[config.mk]
export PLATFORM = sky130hd
export DESIGN_NAME = sw_btn_in
export DESIGN_NICKNAME = d
export VERILOG_FILES = /design/src/rtl/sw_btn_in.sv
export SDC_FILE = /design/constraint.sdc
export NUM_CORES = 1
export LEC_CHECK = 0
export ABC_AREA = 1
export CAP_MARGIN = 20
export CORE_MARGIN = 2
export CORE_UTILIZATION = 55
export CTS_BUF_LIST = sky130_fd_sc_hd__clkbuf_2 sky130_fd_sc_hd__clkbuf_4 sky130_fd_sc_hd__clkbuf_8
export DETAILED_ROUTE_END_ITERATION = 12
export HOLD_SLACK_MARGIN = 0.05
export PLACE_DENSITY = 0.82
export SLEW_MARGIN = 20
export SYNTH_ARGS = -nofsm -noshare
export SYNTH_HDL_FRONTEND = slang
export SYNTH_SLANG_ARGS = --single-unit
[constraint.sdc]
create_clock -name clk -period 3.6 [get_ports clk]
set_clock_uncertainty 0.15 [all_clocks]
set_input_delay 1.08 -clock clk [delete_from_list [all_inputs] [get_ports clk]]
set_output_delay 1.08 -clock clk [all_outputs]
set_load 0.02 [all_outputs]
[src/rtl/sw_btn_in.sv]
// sw_btn_in: memory-mapped read-side input block for 16 switches and 5 push-buttons.
// Raw inputs are synchronised, debounced on a slow sample tick, and button rising
// edges are latched into write-1-to-clear PRESS flags. Three read registers:
//   0x0 SW[15:0], 0x4 BTN[4:0], 0x8 PRESS[4:0], 0xC reserved (reads 0).
module sw_btn_in #(
    parameter int unsigned SAMPLE_DIV = 100000,  // clk cycles per sample tick, >= 2
    parameter int unsigned DB_TICKS   = 3        // agreeing ticks before a bit flips, 1..7
) (
    input  logic        clk,
    input  logic        rst,    // asynchronous, active-low
    input  logic [31:0] addr,
    input  logic        we,
    input  logic [31:0] wdata,
    input  logic [15:0] sw,
    input  logic [4:0]  btn,
    output logic [31:0] rdata
);

    localparam int unsigned NumSw  = 16;
    localparam int unsigned NumBtn = 5;
    localparam int unsigned NumIn  = NumSw + NumBtn;
    localparam int unsigned DivW   = (SAMPLE_DIV > 2) ? $clog2(SAMPLE_DIV) : 1;

    localparam logic [DivW-1:0] DivLast = DivW'(SAMPLE_DIV - 1);
    // cnt == DB_TICKS-1 is the same test as cnt+1 == DB_TICKS without widening cnt
    localparam logic [2:0]      DbLast  = 3'(DB_TICKS - 1);

    typedef enum logic [1:0] {
        RegSw    = 2'd0,
        RegBtn   = 2'd1,
        RegPress = 2'd2,
        RegRsvd  = 2'd3
    } reg_sel_e;

    reg_sel_e reg_sel;
    assign reg_sel = reg_sel_e'(addr[3:2]);

    // Only addr[3:2] and wdata[4:0] carry meaning here
    logic unused_bits;
    assign unused_bits = ^{addr[31:4], addr[1:0], wdata[31:5]};

    // ------------------------------------------------------------------
    // Input synchronisers
    // ------------------------------------------------------------------
    logic [NumIn-1:0] raw_in;
    logic [NumIn-1:0] sync1_q;
    logic [NumIn-1:0] sync2_q;

    // Buttons occupy the top five bits so that the SW/BTN slices stay contiguous
    assign raw_in = {btn, sw};

    // Two-flop synchroniser for every asynchronous input bit
    always_ff @(posedge clk or negedge rst) begin
        if (!rst) begin
            sync1_q <= '0;
            sync2_q <= '0;
        end else begin
            sync1_q <= raw_in;
            sync2_q <= sync1_q;
        end
    end

    // ------------------------------------------------------------------
    // Sample-tick prescaler
    // ------------------------------------------------------------------
    logic [DivW-1:0] div_q;
    logic [DivW-1:0] div_d;
    logic            tick;

    // Free-running 0..SAMPLE_DIV-1 counter; tick marks the last count
    always_comb begin
        tick  = (div_q == DivLast);
        div_d = tick ? '0 : div_q + DivW'(1);
    end

    // Prescaler register
    always_ff @(posedge clk or negedge rst) begin
        if (!rst) begin
            div_q <= '0;
        end else begin
            div_q <= div_d;
        end
    end

    // ------------------------------------------------------------------
    // Per-bit debounce
    // ------------------------------------------------------------------
    logic [NumIn-1:0] stable;

    for (genvar i = 0; i < NumIn; i++) begin : gen_db
        logic       bit_q;
        logic       bit_d;
        logic [2:0] cnt_q;
        logic [2:0] cnt_d;

        // Count consecutive disagreeing ticks; any agreeing tick restarts the run
        always_comb begin
            bit_d = bit_q;
            cnt_d = cnt_q;
            if (tick) begin
                if (sync2_q[i] != bit_q) begin
                    if (cnt_q == DbLast) begin
                        bit_d = sync2_q[i];
                        cnt_d = '0;
                    end else begin
                        cnt_d = cnt_q + 3'd1;
                    end
                end else begin
                    cnt_d = '0;
                end
            end
        end

        // Debounce state for this bit
        always_ff @(posedge clk or negedge rst) begin
            if (!rst) begin
                bit_q <= 1'b0;
                cnt_q <= '0;
            end else begin
                bit_q <= bit_d;
                cnt_q <= cnt_d;
            end
        end

        assign stable[i] = bit_q;
    end

    logic [NumSw-1:0]  sw_db;
    logic [NumBtn-1:0] btn_db;

    assign sw_db  = stable[NumSw-1:0];
    assign btn_db = stable[NumIn-1:NumSw];

    // ------------------------------------------------------------------
    // Press latch
    // ------------------------------------------------------------------
    logic [NumBtn-1:0] btn_prev_q;
    logic [NumBtn-1:0] press_q;
    logic [NumBtn-1:0] press_d;
    logic [NumBtn-1:0] press_set;
    logic [NumBtn-1:0] press_clr;

    // Rising edge of the debounced button sets; W1C clears; set has priority
    always_comb begin
        press_set = btn_db & ~btn_prev_q;
        press_clr = (we && (reg_sel == RegPress)) ? wdata[NumBtn-1:0] : '0;
        press_d   = press_set | (press_q & ~press_clr);
    end

    // Previous debounced button level and sticky press flags
    always_ff @(posedge clk or negedge rst) begin
        if (!rst) begin
            btn_prev_q <= '0;
            press_q    <= '0;
        end else begin
            btn_prev_q <= btn_db;
            press_q    <= press_d;
        end
    end

    // ------------------------------------------------------------------
    // Read mux
    // ------------------------------------------------------------------
    // Zero-latency read of registered state; unused upper bits read 0
    always_comb begin
        rdata = '0;
        unique case (reg_sel)
            RegSw:    rdata[NumSw-1:0]  = sw_db;
            RegBtn:   rdata[NumBtn-1:0] = btn_db;
            RegPress: rdata[NumBtn-1:0] = press_q;
            RegRsvd:  rdata             = '0;
            default:  rdata             = '0;
        endcase
    end

endmodule

== Yosys cells after proc, flatten, opt, wreduce, memory -nomap -nowiden ==
Index checks and enable logic that the tools add are counted.
Cells by class
  eq/ne operators: 46
  bitwise gates (word level): 5
  $add $sub $neg: 22
  reduce and logical (&&, ||, !) cells: 23
  mux-type cells: 46
Operators with widths (count)
  two-way mux 3 bit: 42
  adder 3 x 1 -> 3 bit, second input constant: 21
  equality test 3 x 2 -> 1 bit, second input constant: 21
  AND reduction 3 bit: 21
  != test 1 bit: 21
  one-hot mux 5 bit (4 select lines): 1
  adder 17 x 1 -> 17 bit, second input constant: 1
  equality test 17 bit, second input constant: 1
  two-way mux 17 bit: 1
  two-way mux 11 bit: 1
  bitwise AND 5 bit: 2
  NOT 5 bit: 2
  two-way mux 5 bit: 1
  OR 5 bit: 1
  equality test 2 bit, second input constant: 2
  equality test 2 x 1 -> 1 bit, second input constant: 1
  logical NOT 2 bit: 1
  logical AND 1 bit: 1
Word-level totals
  flip-flop bits (word level): 153
  bits of input ports: 88
  output and inout port bits: 32
  word-level logic and storage cells: 189

== Longest topological paths before layout ==
  word-level depth: 6
  mapped depth: 10
  mapped depth without buffers: 9

== Worst setup path before layout ==
OpenSTA, ideal clock, no wires.
  path type: input to output
  from: input addr[3]
  to: output rdata[10]
  data arrival time: 1751 ps
  stages on the path: 4
  slack: 619 ps
  buffers on the path: 1
  required time: 2370 ps
  path through: nor2_1 inv_1 clkbuf_1 nor2_1
On the way
  word-level cells in the longest chain between the ends: 2
Ends and longest elaborated chain
  start: declaration: line 11  | input logic [31:0] addr,
  logical NOT 2 bit: line 167  | unique case (reg_sel)
  two-way mux 11 bit: line 167
  end: declaration: line 16  | output logic [31:0] rdata
Every way passes these cells.

== Worst setup path in the final report ==
  from: input addr[3]
  to: output rdata[0]
On the way
  word-level cells in the longest chain between the ends: 2
  elaborated cells between the ends (all ways): 5
  classes of those cells: eq/ne (3); mux (1); reduce/logical (1)
Ends and longest elaborated chain (line)
  equality test 2 bit (tied with other cells): 167
  one-hot mux 5 bit (4 select lines) *: 167
Every way passes the cells marked *; elsewhere a longest branch is shown, timed or not.

==> results by group <==
GRT
  – First-pass GRT wire length: 24600 um
  – Largest net degree at the start of global routing: 65
  – Total global routing overflow: 0
  – GRT Total Usage: 21.6%
  – Initial antenna violation count: 0
  – Vias in the first global route: 5466

CTS
  – Clock H-tree levels: 4
  – Clock Sink Count: 153
  – Clk Latency, worst-skew pair: 450 ps
  – Root buffer selected by CTS: clkbuf_8
  – CTS tree: done
  – Hold buffer count at cts: 0
  – Clock transition at path regs: 80 ps
  – Post-CTS setup repair buffer count: 0
  – Max Buffers Root-to-Sink: 2
  – TritonCTS Buffers: 17

Logic synthesis
  – Ys Warns: 0
  – Cell Area, Synth: 7220 um^2
  – Post-synth EDFFs: 0
  – Seq/Total Area, Yosys: 53.0%
  – Area fraction of the dominant cell type after synthesis: 53.0%
  – Synth unique cells: 31
  – Seq cells post-synth: 153
  – Post-synthesis async set-or-reset flop share: 100%
  – Synth Flop Type: dfrtp_1
  – Post-Syn Instances: 865
  – Cell taking the most area after synthesis: dfrtp_1
  – Top post-synthesis cells by area: dfrtp_1 (53%), nand2_1 (13%), xor2_1 (5.9%)
  – Synth Area per Inst: 8.35 um^2

Cells and area
  – Fill cells: 1062
  – Area Growth Syn to Fin: 13.4%
  – Post-Layout Inst Area: 8190 um^2
  – Fin util: 64.3%
  – Layout cells sized above 1: 8.14%
  – Antenna cells: 0
  – Most common cell after layout, fill and taps aside: nand2_1
  – Most frequent cells in the layout: nand2_1 (242), dfrtp_1 (153), inv_1 (113)
  – Final #Nets: 1011

STA
  – Setup ws final: 123 ps
  – Final Max Slew Viols: 0
  – Tcrit/Tclk final: 96.6%
  – Max Clk Rate: 0.288 GHz
  – RSZ-0062 raised after global routing: false
  – Tightest Pin Transition: 719 ps
  – Slew HR: 51.9%
  – Hold WS: 196 ps
  – Number of hold violations in the final report: 0
  – Crit path time final: 3480 ps
  – Final setup viols: 0

Detailed routing
  – Starting DRC count in detailed routing: 407
  – Via count: 5451
  – DR DRC count: 0
  – Wire per inst: 12.3 um
  – Final WL: 13700 um
  – Routed Antenna Nets: 0
  – Number of vias per cell: 4.93
  – First-pass DRT Iterations: 5

Power and ir drop
  – Worst VDD drop: 0.000304 V
  – Sequential share of power: 53.0%
  – Psw: 695 uW
  – Switching Fraction: 21.0%
  – Clock network fraction of design power: 43.0%
  – Gate power share: 4.0%
  – Leakage: 0.00407 uW
  – Internal power: 2620 uW
  – Pwr Density: 405 nW/um^2

Critical path
  – CP Max Fanout: 5
  – Worst Path Required: 2370 ps
  – R2R Setup Slk: 1160 ps
  – Reg2reg start: div_q[11]
  – Worst setup path class: input pin to output pin
  – Worst Path Arrival: 2250 ps
  – Startpoint class of the critical path: input pin
  – Worst Setup End Kind: output pin
  – CP Launch Point: addr[3]

Floorplanning
  – Area of the core: 12700 um^2
  – Row Count: 41
  – Die span in y: 119 um
  – Die area: 14100 um^2
  – I/O pin total: 120
  – Die width: 119 um
  – Initial Utilization: 56.8%

Placed design
  – Post-DP HPWL: 8870 um
  – Pre-CTS setup slack: -383 ps
  – GPL Wtd Cong: 0.821
  – Placed Area: 7830 um^2
  – PortBufs: 46

Min path
  – Min-delay src: sync1_q[18]
  – HP Class: flip-flop to flip-flop

Run status
  – Outcome: finished clean

Run
  – Maxcap violations: 0
[metrics by stage]
stage	TNS (ps)	cells	total power, uW
6_report	0	1106	3320
5_1_grt	0	1106	3440
4_1_cts	0	1106	3350
3_5_place_dp	-5660	1075	1930
3_3_place_gp	-5540	1075	1930
2_1_floorplan	0	880	1850
[worst max-delay path, cell delays in order]
cell	delay, ps
clkdlybuf4s50_1	500
inv_1	40
nor2_1	110
buf_4	160
nand2_1	50
o211ai_1	90
buf_2	210
[final timing paths]
kind / to / cells past startpoint
setup / recovery: rdata[0] / 7
hold / removal: sync2_q[18] / 0
setup reg to reg: gen_db[9].cnt_q[0] / 6
hold reg to reg: sync2_q[18] / 0
max in group asynchronous: gen_db[18].cnt_q[1] / 2
min in group asynchronous: gen_db[5].cnt_q[2] / 1
[routing by layer]
| layer | track usage (%) | part of all wire, % | up-vias |
|---|---|---|---|
| met1 | 26.9 | 44 | 2546 |
| met4 | 8.11 | 1.0 | 0 |
| met5 | 0 | 0 | - |
| met2 | 36.2 | 49 | 136 |
| met3 | 5.79 | 6.3 | 11 |
| li1 | - | - | 2758 |
[cells by family after synthesis]
group / Yosys count / share of synthesized area [%]
AO/OA/AOI/OAI: 81 / 6.00
XOR/XNOR: 53 / 6.43
adder cells (fa/ha/maj): 1 / 0.173
buffers and inverters: 151 / 9.50
flip-flops: 153 / 53.0
other: 1 / 0.0519
AND/OR/NAND/NOR: 425 / 24.8
[flip-flops by register name, indices dropped and copies added, names as in the netlist]
name	count
gen_db.bit_q	21
press_q	5
sync1_q	21
gen_db.cnt_q	63
div_q	17
sync2_q	21
btn_prev_q	5
[power by group through the flow]
stage,Clock [uW],Sequential (uW),Combinational (uW)
global route,1530,1760,152
floorplan,0,1790,61.5
detailed placement,0,1790,137
finish,1430,1760,133
global placement,0,1790,136
CTS,1450,1760,137
[Yosys cell counts, drive strengths merged, types with 5 or more instances]
library cell / instances
nand2: 245
dfrtp: 153
inv: 115
nor2: 94
o21ai: 69
nand3: 50
xor2: 49
buf: 31
nand4: 15
nor3: 11
o211ai: 10
nor3b: 5
[cell type report]
cell class,count,area [um^2],area share (%)
tap,172,215,2.63
clock buffer,23,298,3.64
inverter,116,437,5.33
timing repair buffer,58,497,6.07
clock inverter,8,143,1.74
sequential,153,3830,46.8
multi-input combinational,576,2770,33.8
[repair_timing]
action                                 in CTS  in global routing
endpoints found under the hold margin       0                  0
setup endpoints to repair                  16                 16
gates resized for setup                    28                 22
No activity file was read; power rests on OpenSTA's default activity.
